## src/rtl/strassen_pkg.sv

```systemverilog
// rtl/strassen_pkg.sv - shared widths and divider state type for the Strassen datapath
package strassen_pkg;

  // Product (dividend/quotient) and operand (divisor/remainder) widths
  localparam int PROD_W = 8;
  localparam int OPND_W = 4;

  typedef enum logic [1:0] {
    IDLE = 2'd0,
    CALC = 2'd1,
    DONE = 2'd2
  } div_state_t;

endpackage

```

## src/rtl/div_restore_step.sv

```systemverilog
// rtl/div_restore_step.sv - one combinational restoring-division step
module div_restore_step #(
  parameter int VW = 4
) (
  input  logic [VW-1:0] rem,
  input  logic          bit_in,
  input  logic [VW-1:0] divisor,
  output logic [VW-1:0] rem_next,
  output logic          q_bit
);

  logic [VW:0]   shifted;
  logic [VW-1:0] diff;

  // Shift in the next dividend bit and subtract the divisor when it fits.
  // Since rem < divisor, the shifted value is at most 2*divisor-1, so the
  // difference always fits in VW bits and can be taken modulo 2^VW.
  always_comb begin
    shifted  = {rem, bit_in};
    q_bit    = (shifted >= {1'b0, divisor});
    diff     = shifted[VW-1:0] - divisor;
    rem_next = q_bit ? diff : shifted[VW-1:0];
  end

endmodule

```

## src/rtl/seq_div_8by4.sv

```systemverilog
// rtl/seq_div_8by4.sv - sequential restoring divider, 8-bit product by 4-bit operand
module seq_div_8by4
  import strassen_pkg::*;
#(
  parameter int DW = PROD_W,
  parameter int VW = OPND_W
) (
  input  logic          clk,
  input  logic          rst,
  input  logic          in_valid,
  output logic          in_ready,
  input  logic [DW-1:0] dividend,
  input  logic [VW-1:0] divisor,
  output logic          out_valid,
  input  logic          out_ready,
  output logic [DW-1:0] quotient,
  output logic [VW-1:0] remainder,
  output logic          div_zero,
  output logic          q_ovf
);

  localparam int CW = $clog2(DW);

  div_state_t    state;
  logic [CW-1:0] cnt;
  logic [DW-1:0] dvd_r;
  logic [VW-1:0] dvs_r;
  logic [VW-1:0] rem_r;
  logic [DW-1:0] q_r;

  logic [VW-1:0] rem_next;
  logic          q_bit;
  logic [DW-1:0] q_next;

  div_restore_step #(.VW(VW)) u_step (
    .rem      (rem_r),
    .bit_in   (dvd_r[cnt]),
    .divisor  (dvs_r),
    .rem_next (rem_next),
    .q_bit    (q_bit)
  );

  // Quotient bits arrive MSB first, so shifting left places bit cnt correctly
  assign q_next   = {q_r[DW-2:0], q_bit};
  assign in_ready = (state == IDLE);

  // FSM, working registers and output registers
  always_ff @(posedge clk) begin
    if (rst) begin
      state     <= IDLE;
      cnt       <= '0;
      dvd_r     <= '0;
      dvs_r     <= '0;
      rem_r     <= '0;
      q_r       <= '0;
      out_valid <= 1'b0;
      quotient  <= '0;
      remainder <= '0;
      div_zero  <= 1'b0;
      q_ovf     <= 1'b0;
    end else begin
      case (state)
        IDLE: begin
          if (in_valid) begin
            dvd_r <= dividend;
            dvs_r <= divisor;
            rem_r <= '0;
            q_r   <= '0;
            if (divisor == '0) begin
              state     <= DONE;
              out_valid <= 1'b1;
              quotient  <= '1;
              remainder <= dividend[VW-1:0];
              div_zero  <= 1'b1;
              q_ovf     <= 1'b0;
            end else begin
              state <= CALC;
              cnt   <= CW'(DW - 1);
            end
          end
        end
        CALC: begin
          rem_r <= rem_next;
          q_r   <= q_next;
          if (cnt == '0) begin
            state     <= DONE;
            out_valid <= 1'b1;
            quotient  <= q_next;
            remainder <= rem_next;
            div_zero  <= 1'b0;
            q_ovf     <= |q_next[DW-1:VW];
          end else begin
            cnt <= cnt - 1'b1;
          end
        end
        DONE: begin
          if (out_ready) begin
            state     <= IDLE;
            out_valid <= 1'b0;
          end
        end
        default: state <= IDLE;
      endcase
    end
  end

endmodule

```

## config.mk

```make
export PLATFORM = sky130hd
export DESIGN_NAME = seq_div_8by4
export DESIGN_NICKNAME = d
export VERILOG_FILES = /design/src/rtl/strassen_pkg.sv /design/src/rtl/div_restore_step.sv /design/src/rtl/seq_div_8by4.sv
export SDC_FILE = /design/constraint.sdc
export NUM_CORES = 1
export LEC_CHECK = 0
export CAP_MARGIN = 20
export CELL_PAD_IN_SITES_DETAIL_PLACEMENT = 1
export CELL_PAD_IN_SITES_GLOBAL_PLACEMENT = 1
export CORE_MARGIN = 2
export CORE_UTILIZATION = 43
export CTS_CLUSTER_SIZE = 14
export DETAILED_ROUTE_END_ITERATION = 8
export GPL_TIMING_DRIVEN = 0
export PLACE_DENSITY = 0.85
export SETUP_SLACK_MARGIN = 0.1
export SLEW_MARGIN = 30
export SYNTH_ARGS = -nofsm -noshare
export SYNTH_HDL_FRONTEND = slang
export SYNTH_SLANG_ARGS = --single-unit
```

## constraint.sdc

```tcl
create_clock -name clk -period 4.25 [get_ports clk]
set_input_delay 1.0625 -clock clk [delete_from_list [all_inputs] [get_ports clk]]
set_output_delay 1.0625 -clock clk [all_outputs]
set_load 0.01 [all_outputs]
```

# Word level (Yosys, flattened, before mapping)
# Cells that the tools add are included.
[word_totals]
latch_bits = 0
rom_bits = 0
n_memories = 0
reg_bits = 43
inputBits = 16
mem_bits_rw = 0
word_cells = 70
[classes]
eq_ne = 8
n_shift = 0
n_mul = 0
reduce_logical = 12
div_mod_pow = 0
mux = 35
add_sub_neg = 2
bitwise = 0
magnitude_cmp = 2
[op_table]
columns = ["cell", "count"]
rows = [
  ["$mux 8", 3],
  ["$mux 4", 5],
  ["$pmux 4 s2", 2],
  ["$pmux 8 s2", 1],
  ["$pmux 7 s2", 1],
  ["$ne 2x2->1 const B", 5],
  ["$mux 1", 9],
  ["$mux 3", 3],
  ["$mux 2", 4],
  ["$reduce_and 4->1", 2],
  ["$mux 7", 1],
  ["$pmux 2 s3", 1],
  ["$pmux 3 s2", 1],
  ["$ge 5x4->1", 1],
  ["$reduce_and 5->1", 1],
  ["$logic_not 4->1", 1],
  ["$lt 3x4->1 const B", 1],
  ["$pmux 1 s2", 2],
  ["$reduce_and 2->1", 2],
  ["$reduce_or 4->1", 1],
  ["$sub 4x4->4", 1],
  ["$bmux 1 s3", 1],
  ["$logic_not 3->1", 1],
  ["$pmux 1 s3", 1],
  ["8 further kinds", 8],
]

# Depth between registers and ports, before layout
# Gate-level depths: netlist of run 1.
[logic_depth]
ltp_word = 6
depth_mapped = 8
ltp_nobuf = 8

# Modules after synthesis
# A second synthesis of run 1 with hierarchy kept.
[hier_totals]
hier_cells = 235
hier_area_um2 = 2026.9
[by_module_without_submodules]
columns = ["module", "cells_per_inst", "instances", "area_per_inst_um2"]
rows = [
  ["seq_div_8by4", 207, 1, 1803.0],
  ["div_restore_step", 28, 1, 224.0],
]

# Worst setup path before layout of run 1
# Ideal clock, no wire load.
[synth_timing]
path_kind = "register -> register"
from = "reg cnt[1]"
to = "reg remainder[1]"
arrival_ns = 2.595
synth_period_minus_slack_ns = 2.683
path_slack_ns = 1.567
setup_ns = 0.088
path_buffers = 0
path_stages_with_launch = 8
cell_sequence = "dfxtp_1 mux4_2 mux2_2 inv_1 ha_1 fa_1 or4_1 a311oi_2"
[synth_between]
elab_chain_len = 6
[synth_rtl]
columns = ["item", "line_no", "text"]
rows = [
  ["start: declaration", "seq_div_8by4.sv:25", "logic [CW-1:0] cnt;"],
  ["start signal: assignment", "seq_div_8by4.sv:78", "cnt <= CW'(DW - 1);"],
  ["start signal: assignment", "seq_div_8by4.sv:93", "cnt <= cnt - 1'b1;"],
  ["$bmux 1 s3", "seq_div_8by4.sv:37", ".bit_in (dvd_r[cnt]),"],
  ["$mux 1 (not written as such)", "seq_div_8by4.sv:37", ""],
  ["$sub 4x4->4 / $ge 5x4->1 (equally long branches)", "div_restore_step.sv:21, div_restore_step.sv:20", ""],
  ["$mux 4", "div_restore_step.sv:22", "rem_next = q_bit ? diff : shifted[VW-1:0];"],
  ["$mux 4", "seq_div_8by4.sv:85", "if (cnt == '0) begin"],
  ["$pmux 4 s2", "seq_div_8by4.sv:62", "case (state)"],
  ["end signal: assignment", "seq_div_8by4.sv:73", "remainder <= dividend[VW-1:0];"],
  ["end signal: assignment", "seq_div_8by4.sv:89", "remainder <= rem_next;"],
  ["end: declaration", "seq_div_8by4.sv:17", "output logic [VW-1:0] remainder,"],
]
# Several ways; a longest one is shown, not always the timed one. The select of a mux whose other input is x is not followed.
# A chain may end at the register's enable or synchronous reset.

# Worst setup path in the final report of run 1
[layout_timing]
from = "reg cnt[1]"
to = "reg remainder[2]"
# Same word-level chain as after synthesis.

==> reports/results.txt, run 1 <==
TritonRoute pass-1 iters: 4
Antenna Cells: 0
LEAKAGE: 0.884 nW
Rel. slew slack: 63.4%
routed vias/inst: 5.70
unrepaired setup endpoints after global routing: no
Setup crit start kind: flop
Critical Path RT: 4.46 ns
Syn-to-layout area delta: 21.7%
CTS H-Tree Depth: 2
Syn Area/Cell: 8.62 sq um
Die Y: 73.4 um
Post-CTS Setup Bufs: 0
VDD IR max: 229 uV
Power Internal: 0.000717 W
Final Slew Violations: 0
FILL cells: 565
max cap viols: 0
Num CTS Buffers: 5
minimum clock period: 2.96 ns
yosys warns: 0
Slew @ Worst Pin: 0.549 ns
clk slew on worst S/H paths: 0.08 ns
worst skew pair latency: 0.30 ns
Final Hold Slack: 0.459 ns
final setup vio count: 0
die area: 0.00538 sq mm
top cells by count, synth: dfxtp_1 (43), nand2_1 (41), a21oi_1 (28)
P_sw: 0.000358 W
Syn Nets: 263
Die X: 73.4 um
worst hold path type: reg -> reg
Setup CP Type: reg -> reg
share of the synthesized area in the top cell type: 41.6%
GRT Util Overall: 21.8%
vias in the first global route: 1891
CTS root buf: clkbuf_8
RD Place Congestion: 0.835
arrival time worst endpoint: 3.17 ns
Post-Synthesis Cells: 240
final core occ: 53.7%
Detailed Route Iter0 Violations: 70
Setup crit end kind: flop
IO Count: 32
share of cells above drive strength 1: 9.35%
largest area contributor in the netlist: dfxtp_1
status: finished, final reports clean
Cell Pwr Density: 427 mW/mm^2
clock share of power: 23.5%
total grt overflow: 0
Via Count: 1893
number of port buffers: 30
fmax: 338 MHz
sequential area share after synthesis: 41.6%
largest net degree at the start of global routing: 13
num rows: 25
first-pass GRT wire length: 9.04 mm
routed wire length: 5.39 mm
Post-Syn Area: 0.00207 sq mm
CTS Buffer Depth: 2
largest fanout on the critical path: 8
sequential share of power: 44.2%
setup TNS: 0 ns
Synth Flop Type: dfxtp_1
main area contributors after synthesis: dfxtp_1 (42%), nand2_1 (7.4%), a21oi_1 (6.8%)
Switching Share: 33.3%
wire per inst: 16.2 um
logic gate share of total power: 32.4%
Inst Count DP: 324
post-route ant nets: 0
most numerous cell in the Yosys netlist: dfxtp_1
Initial Utilization: 44.1%
DP HPWL: 4.10 mm
EDFF count, synth: 0
Synth cell types: 52
#FFs+latches synth: 43
core box area: 0.00469 sq mm
Residual DRC: 0
Non-Filler Instances: 332
Post-CTS Hold Fix Bufs: 0
clk_skew: 0.0105 ns
final worst-path cycle share: 69.7%
CTS Sinks: 43
final hold viol count: 0
CTS tree: built
Post-CTS Resized: 0
fin nets: 300
async set-reset flop share out of synthesis: 0%
Power, Total: 0.00107 W
initial antenna violation count: 0
==> area by class of cell <==
class / instances / area, sq um / share of cell area [%]
clock buffers: 7 / 76.3 / 3.03
clock inverters: 1 / 5.00 / 0.199
plain buffers: 16 / 80.1 / 3.18
inverters: 7 / 26.3 / 1.04
well taps: 54 / 67.6 / 2.68
multi-input cells: 174 / 1100 / 43.7
repair buffers: 30 / 300 / 11.9
flip-flops and latches: 43 / 861 / 34.2
==> worst max-delay path: stages, from the launching register on <==
cell and delay (ns):
dfxtp_1 0.43, mux4_2 0.54, mux2_2 0.32, inv_1 0.07
ha_1 0.23, nand2b_1 0.22, a2111oi_4 0.59, o211ai_1 0.22
a311oi_2 0.26
==> state kept, by name (all words and copies together), names as in the netlist <==
name	count
cnt	3
div_zero	1
out_valid	1
dvs_r	4
q_r	7
state	2
remainder	4
rem_r	4
dvd_r	8
q_ovf	1
quotient	8
==> cell usage in the layout (no fill, tap or decap), types with 2 or more instances in the layout <==
cell	n
nand2_1	41
ha_1	6
a31oi_1	3
inv_1	7
clkbuf_1	10
nand3_1	2
clkbuf_8	5
or4_1	3
buf_2	4
nor3_1	8
o211ai_1	4
o21ai_0	4
a21oi_1	28
o21ai_1	5
nor2_1	21
a311oi_1	5
mux4_2	2
nand2b_1	4
dfxtp_1	43
a311oi_2	2
a22oi_1	6
clkdlybuf4s50_1	30
buf_1	2
buf_6	2
==> per-layer routing <==
layer / wire, um / share of wire (%) / GRT usage (%) / up-vias
met4: 76 / 1.4 / 5.45 / 0
met3: 156 / 2.9 / 4.25 / 8
met5: 0 / 0 / 0 / -
met1: 2510 / 47 / 28.1 / 928
met2: 2640 / 49 / 37.3 / 22
li1: - / - / - / 935
==> metrics by stage <==
stage	cell area, sq um	setup slack [ns]
after CTS	2520	1.26
after detailed placement	2440	1.31
after floorplan	2070	1.57
after global placement	2440	1.35
after global routing	2520	1.06
final	2520	1.29
==> power by group through the flow <==
stage          sequential, W  clock (W)  combinational (W)
5_1_grt             0.000481   0.000275           0.000383
6_report            0.000475   0.000252           0.000348
3_5_place_dp        0.000485          0           0.000345
2_1_floorplan       0.000485          0           0.000224
3_3_place_gp        0.000482          0           0.000337
4_1_cts             0.000475   0.000258           0.000348
==> path summary, 6_finish.rpt <==
path	start	end	slack (ns)	depth (start not counted)
worst max-delay path	cnt[1]	remainder[2]	1.29	8
worst min register to register	quotient[6]	quotient[6]	0.46	2
worst min-delay path	quotient[6]	quotient[6]	0.46	2
worst max register to register	cnt[1]	remainder[2]	1.29	8
==> cell families after synthesis <==
kind of cell | synth area share (%)
compound gates | 24.3
buf+inv | 5.14
flops | 41.6
fa+ha+maj | 4.60
simple gates | 20.8
mux | 2.72
xor+xnor | 0.847
Power figures use the tool's default switching activity.
==> run 2: changes to the inputs <==
CORE_UTILIZATION = 40   (was 43)
PLACE_DENSITY = 0.8   (was 0.85)
clock period = 2.75 ns   (was 4.25 ns; I/O delays follow)
==> run 2 against run 1 <==
Compared with the run above: critical path depth increased by 1; via count rose by 1.7%; sequential share of layout area fell by 0.96 points; power up 58%; final area is 3.3% higher; routed wire length rose by 3.8%; clock skew decreased by 0.0061 ns; hold slack better by 0.0012 ns; combinational power up 65%; sequential power up 55%; setup slack got worse by 1.1 ns; die area grew 7.1%.
==> reports/results.txt, run 2 (synthesis gave the netlist of run 1 again) <==
wire per inst: 15.9 um (was 16.2 um)
total grt overflow: 0 (unchanged)
clk_skew: 0.00439 ns (was 0.0105 ns)
final worst-path cycle share: 94.7% (was 69.7%)
routed wire length: 5.60 mm (was 5.39 mm)
share of cells above drive strength 1: 13.1% (was 9.35%)
fmax: 384 MHz (was 338 MHz)
final hold viol count: 0 (unchanged)
Num CTS Buffers: 5 (unchanged)
max cap viols: 0 (unchanged)
die area: 0.00576 sq mm (was 0.00538 sq mm)
Detailed Route Iter0 Violations: 61 (was 70)
status: finished, final reports clean (unchanged)
Die X: 75.9 um (was 73.4 um)
Setup crit end kind: flop (unchanged)
core box area: 0.00504 sq mm (was 0.00469 sq mm)
Residual DRC: 0 (unchanged)
num rows: 26 (was 25)
CTS tree: built (unchanged)
initial antenna violation count: 0 (unchanged)
most frequent cells in the layout: dfxtp_1 (42), nand2_1 (41), clkdlybuf4s50_1 (30) (was dfxtp_1 (43), nand2_1 (41), clkdlybuf4s50_1 (30))
final setup vio count: 0 (unchanged)
worst skew pair latency: 0.29 ns (was 0.30 ns)
routed vias/inst: 5.47 (was 5.70)
clk slew on worst S/H paths: 0.08 ns (about the same)
commonest non-fill, non-tap cell in the layout: dfxtp_1 (unchanged)
minimum clock period: 2.60 ns (was 2.96 ns)
number of port buffers: 30 (unchanged)
largest fanout on the critical path: 3 (was 8)
CTS H-Tree Depth: 2 (unchanged)
Rel. slew slack: 60.2% (was 63.4%)
CP max stage delay: 0.49 ns (was 0.59 ns)
Inst Count DP: 340 (was 324)
first-pass GRT wire length: 9.64 mm (was 9.04 mm)
Via Count: 1926 (was 1893)
top flop regs: dvd_r (8), quotient (8), q_r (7) (unchanged)
Slowest-stage cell, CP: mux4_2 (was a2111oi_4)
Slew @ Worst Pin: 0.597 ns (was 0.549 ns)
arrival time worst endpoint: 2.81 ns (was 3.17 ns)
Critical Path RT: 2.96 ns (was 4.46 ns)
Antenna Cells: 0 (unchanged)
largest net degree at the start of global routing: 14 (was 13)
IO Count: 32 (unchanged)
Setup CP Type: reg -> reg (unchanged)
Non-Filler Instances: 352 (was 332)
worst hold path type: reg -> reg (unchanged)
CTS Sinks: 43 (unchanged)
VDD IR max: 411 uV (was 229 uV)
unrepaired setup endpoints after global routing: yes (was no)
Initial Utilization: 41.0% (was 44.1%)
Final WS setup: 0.146 ns (was 1.29 ns)
Cell Pwr Density: 653 mW/mm^2 (was 427 mW/mm^2)
CTS root buf: clkbuf_8 (unchanged)
dpl ws: -0.0569 ns (was 1.31 ns)
Syn-to-layout area delta: 25.8% (was 21.7%)
vias in the first global route: 1965 (was 1891)
final core occ: 51.6% (was 53.7%)
TritonRoute pass-1 iters: 5 (was 4)
post-route ant nets: 0 (unchanged)
cell breakdown of the critical path: mux4_2 -> mux2_4 -> inv_2 -> ha_4 -> nand2b_4 -> a2111oi_4 -> buf_4 -> o211ai_1 -> a311oi_1 (was mux4_2 -> mux2_2 -> inv_1 -> ha_1 -> nand2b_1 -> a2111oi_4 -> o211ai_1 -> a311oi_2)
GRT Util Overall: 20.8% (was 21.8%)
Post-CTS Hold Fix Bufs: 0 (unchanged)
CTS Buffer Depth: 2 (unchanged)
DP HPWL: 4.09 mm (was 4.10 mm)
RD Place Congestion: 0.842 (was 0.835)
Final Slew Violations: 0 (unchanged)
Setup crit start kind: flop (unchanged)
LEAKAGE: 0.924 nW (was 0.884 nW)
fin nets: 304 (was 300)
Die Y: 75.9 um (was 73.4 um)
run 2: worst paths after layout:
path	from	end	slack (ns)	depth (start not counted)
worst min-delay path	quotient[6]	quotient[6]	0.46	2
worst min register to register	quotient[6]	quotient[6]	0.46	2
worst max register to register	cnt[1]	remainder[3]	0.15	9
worst max-delay path	cnt[1]	remainder[3]	0.15	9
run 2: cell type report:
type / instances / area, sq um
fill: 614 / 2440
tap: 70 / 87.6
sequential: 43 / 865
timing repair buffer: 34 / 330
clock inverter: 3 / 15.0
multi-input combinational: 174 / 1130
buffer: 16 / 80.1
clock buffer: 5 / 68.8
inverter: 7 / 26.3
run 2: stage by stage:
step	hold WS (ns)	instance area, sq um	power, W	setup TNS, ns
floorplan	0.433	2070	0.00110	0
global placement	0.444	2460	0.00127	-0.0972
detailed placement	0.450	2460	0.00128	-0.178
CTS	0.465	2590	0.00170	0
global route	0.479	2600	0.00180	-0.0160
finish	0.460	2600	0.00170	0
run 2: timing repair:
item / 4_1_cts / 5_1_grt
setup buffers: 3 / 1
endpoints found under the hold margin: 0 / 0
endpoints found under the setup margin: 8 / 9
gates resized for setup: 6 / 2
pin swaps: 2 / 11
run 2: per-layer routing:
metal  track usage (%)  up-vias  share of wire (%)
li1                  -      943                  -
met1              26.3      946                 46
met2              36.7       30                 51
met3              2.98        7                2.2
met4              6.36        0                1.3
met5                 0        -                  0
run 2: power by group:
part           switching [W]  internal (W)
clock network       0.000217      0.000174
logic               0.000307      0.000265
registers          0.0000457      0.000689
run 2: worst max-delay path: cells and delay by family (launching register included):
| kind | cells | cell delay, ns |
|---|---|---|
| AO/OA/AOI/OAI | 3 | 0.74 |
| buffers and inverters | 2 | 0.26 |
| AND/OR/NAND/NOR | 1 | 0.16 |
| flip-flops | 1 | 0.37 |
| adder cells (fa/ha/maj) | 1 | 0.19 |
| multiplexers | 2 | 0.80 |
==> run 3: changes to the inputs <==
SETUP_SLACK_MARGIN = 0.4   (was 0.1)
==> run 3 against run 2 <==
Compared with the run above: fmax grew 1.0%; highest routed layer unchanged; final area grew 1.3%; critical path depth decreased by 2; count of clock-buffer cells in the layout increased by 3; final cell count increased by 0.28%; die area is the same; core utilization is 0.65 points higher; combinational power grew 3%; non-clock buffer count increased by 1; global-route usage is 0.63 points higher; via count shrank 0.16%; clock skew is 0.00079 ns higher.
==> reports/results.txt, run 3 (synthesis gave the netlist of run 1 again) <==
status: finished, final reports clean (unchanged)
dpl ws: 0.0788 ns (was -0.0569 ns)
largest fanout on the critical path: 4 (was 3)
commonest non-fill, non-tap cell in the layout: dfxtp_1 (unchanged)
Worst Hold Depth: 2 (unchanged)
fin nets: 305 (was 304)
VDD IR max: 329 uV (was 411 uV)
FILL cells: 611 (was 614)
met2 WL post-DR: 2.94 mm (was 2.84 mm)
Critical Path RT: 2.96 ns (about the same)
Switching Share: 32.7% (was 33.6%)
top flop regs: dvd_r (8), quotient (8), q_r (7) (unchanged)
logic gate share of total power: 33.3% (was 33.7%)
num rows: 26 (unchanged)
vias in the first global route: 2028 (was 1965)
clk slew on worst S/H paths: 0.08 ns (about the same)
initial antenna violation count: 0 (unchanged)
final worst-path cycle share: 93.7% (was 94.7%)
r2r worst-path depth: 7 (was 9)
CTS Sinks: 43 (unchanged)
CTS tree: built (unchanged)
Via Count: 1923 (was 1926)
IO Count: 32 (unchanged)
LEAKAGE: 0.933 nW (was 0.924 nW)
Non-Filler Instances: 353 (was 352)
Slowest-stage cell, CP: mux4_2 (unchanged)
Min-Delay Startpoint: quotient[4] (was quotient[6])
DP HPWL: 4.19 mm (was 4.09 mm)
arrival time worst endpoint: 2.79 ns (was 2.81 ns)
post-route ant nets: 0 (unchanged)
Residual DRC: 0 (unchanged)
Setup CP Type: reg -> reg (unchanged)
Power Internal: 0.00119 W (was 0.00113 W)
Post-DP Area: 0.00248 sq mm (was 0.00246 sq mm)
max cap viols: 0 (unchanged)
CTS H-Tree Depth: 2 (unchanged)
worst skew pair latency: 0.29 ns (about the same)
crit-path leading delay family: multiplexers (unchanged)
fmax: 388 MHz (was 384 MHz)
RD Place Congestion: 0.882 (was 0.842)
TritonRoute pass-1 iters: 4 (was 5)
Metal-1 WL: 2.51 mm (was 2.56 mm)
CTS root buf: clkbuf_8 (unchanged)
number of port buffers: 30 (unchanged)
setup TNS: 0 ns (unchanged)
unrepaired setup endpoints after global routing: yes (unchanged)
Final WS setup: 0.173 ns (was 0.146 ns)
DR WL met3: 183 um (was 125 um)
worst hold endpoint: quotient[4] (was quotient[6])
wire per inst: 16.2 um (was 15.9 um)
Inst Count DP: 340 (unchanged)
core box area: 0.00504 sq mm (unchanged)
Final Slew Violations: 0 (unchanged)
routed vias/inst: 5.45 (was 5.47)
first-pass GRT wire length: 10.1 mm (was 9.64 mm)
Rel. slew slack: 63.5% (was 60.2%)
cell breakdown of the critical path: mux4_2 -> mux2_4 -> inv_2 -> ha_4 -> fa_1 -> or4_4 -> a311oi_2 (was mux4_2 -> mux2_4 -> inv_2 -> ha_4 -> nand2b_4 -> a2111oi_4 -> buf_4 -> o211ai_1 -> a311oi_1)
Num CTS Buffers: 5 (unchanged)
Slew @ Worst Pin: 0.548 ns (was 0.597 ns)
most frequent cells in the layout: dfxtp_1 (42), nand2_1 (41), clkdlybuf4s50_1 (30) (unchanged)
routed wire length: 5.72 mm (was 5.60 mm)
Initial Utilization: 41.0% (unchanged)
Worst Path Buf+Inv: 1 (was 2)
P_sw: 0.000578 W (was 0.000570 W)
final setup vio count: 0 (unchanged)
total grt overflow: 0 (unchanged)
CP max stage delay: 0.50 ns (was 0.49 ns)
Setup crit start kind: flop (unchanged)
Die X: 75.9 um (unchanged)
largest net degree at the start of global routing: 13 (was 14)
die area: 0.00576 sq mm (unchanged)
Cell Pwr Density: 672 mW/mm^2 (was 653 mW/mm^2)
CTS Buffer Depth: 2 (unchanged)
clock share of power: 25.1% (was 23.0%)
reg2reg end: remainder[1] (was remainder[3])
share of cells above drive strength 1: 13.8% (was 13.1%)
FF-to-FF Start: cnt[1] (unchanged)
Antenna Cells: 0 (unchanged)
Die Y: 75.9 um (unchanged)
Top Layer Used: met4 (unchanged)
clk_skew: 0.00519 ns (was 0.00439 ns)
final hold viol count: 0 (unchanged)
worst hold path type: reg -> reg (unchanged)
post-route cell area: 0.00263 sq mm (was 0.00260 sq mm)
sequential share of power: 41.5% (was 43.3%)
Syn-to-layout area delta: 27.3% (was 25.8%)
Setup crit end kind: flop (unchanged)
minimum clock period: 2.58 ns (was 2.60 ns)
GRT Util Overall: 21.4% (was 20.8%)
R2R Setup Slk: 0.17 ns (was 0.15 ns)
Detailed Route Iter0 Violations: 73 (was 61)
## run 3: cell count changes in the layout (fill, tap and decap cells not counted), sizes merged
cell,change
buf,+1
clkinv,-3
clkbuf,+3
## run 3: worst max path at each step
stage | from | end | cells past startpoint
2_1_floorplan | cnt[1] | remainder[1] | 7
4_1_cts | cnt[1] | remainder[1] | 7
3_3_place_gp | cnt[1] | remainder[3] | 8
5_1_grt | cnt[1] | remainder[0] | 9
3_5_place_dp | cnt[1] | remainder[3] | 8
6_report | cnt[1] | remainder[1] | 7
## run 3: cell type report
type / instances / area [sq um] / area share (%)
Tap cell: 70 / 87.6 / 3.33
Inverter: 7 / 26.3 / 0.998
Sequential cell: 43 / 865 / 32.8
Buffer: 16 / 80.1 / 3.04
Timing Repair Buffer: 35 / 338 / 12.8
Multi-Input combinational cell: 174 / 1140 / 43.2
Clock buffer: 8 / 100 / 3.80
## run 3: timing repair
item / CTS / global route
pin swaps: 6 / 6
buffers inserted: 4 / 1
gates resized for setup: 3 / 0
hold buffers: 0 / 0
endpoints found under the setup margin: 10 / 10
## run 3: per-stage QoR
| stage | total power [W] | utilization [%] | hold slack (ns) |
|---|---|---|---|
| 2_1_floorplan | 0.00111 | - | 0.433 |
| 3_3_place_gp | 0.00129 | 49.3 | 0.444 |
| 3_5_place_dp | 0.00131 | 49.3 | 0.450 |
| 4_1_cts | 0.00177 | 52.1 | 0.461 |
| 5_1_grt | 0.00188 | 52.2 | 0.483 |
| 6_report | 0.00177 | 52.2 | 0.460 |
## run 3: worst register-to-register path, stage by stage, from the launching register on
cell and delay, ns:
dfxtp_4 0.37, mux4_2 0.50, mux2_4 0.30, inv_2 0.07
ha_4 0.16, fa_1 0.42, or4_4 0.44, a311oi_2 0.23
## run 3: power groups by stage
stage                     clock [W]  combinational, W  sequential, W
after floorplan                   0          0.000361       0.000752
after global placement            0          0.000539       0.000746
after detailed placement          0          0.000557       0.000750
after CTS                  0.000450          0.000585       0.000736
after global routing       0.000481          0.000652       0.000745
final                      0.000444          0.000590       0.000735
## run 3: metal layers
| layer | up-vias | track usage, % |
|---|---|---|
| li1 | 942 | - |
| met3 | 11 | 4.17 |
| met2 | 31 | 37.8 |
| met5 | - | 0 |
| met1 | 939 | 26.8 |
| met4 | 0 | 5.64 |
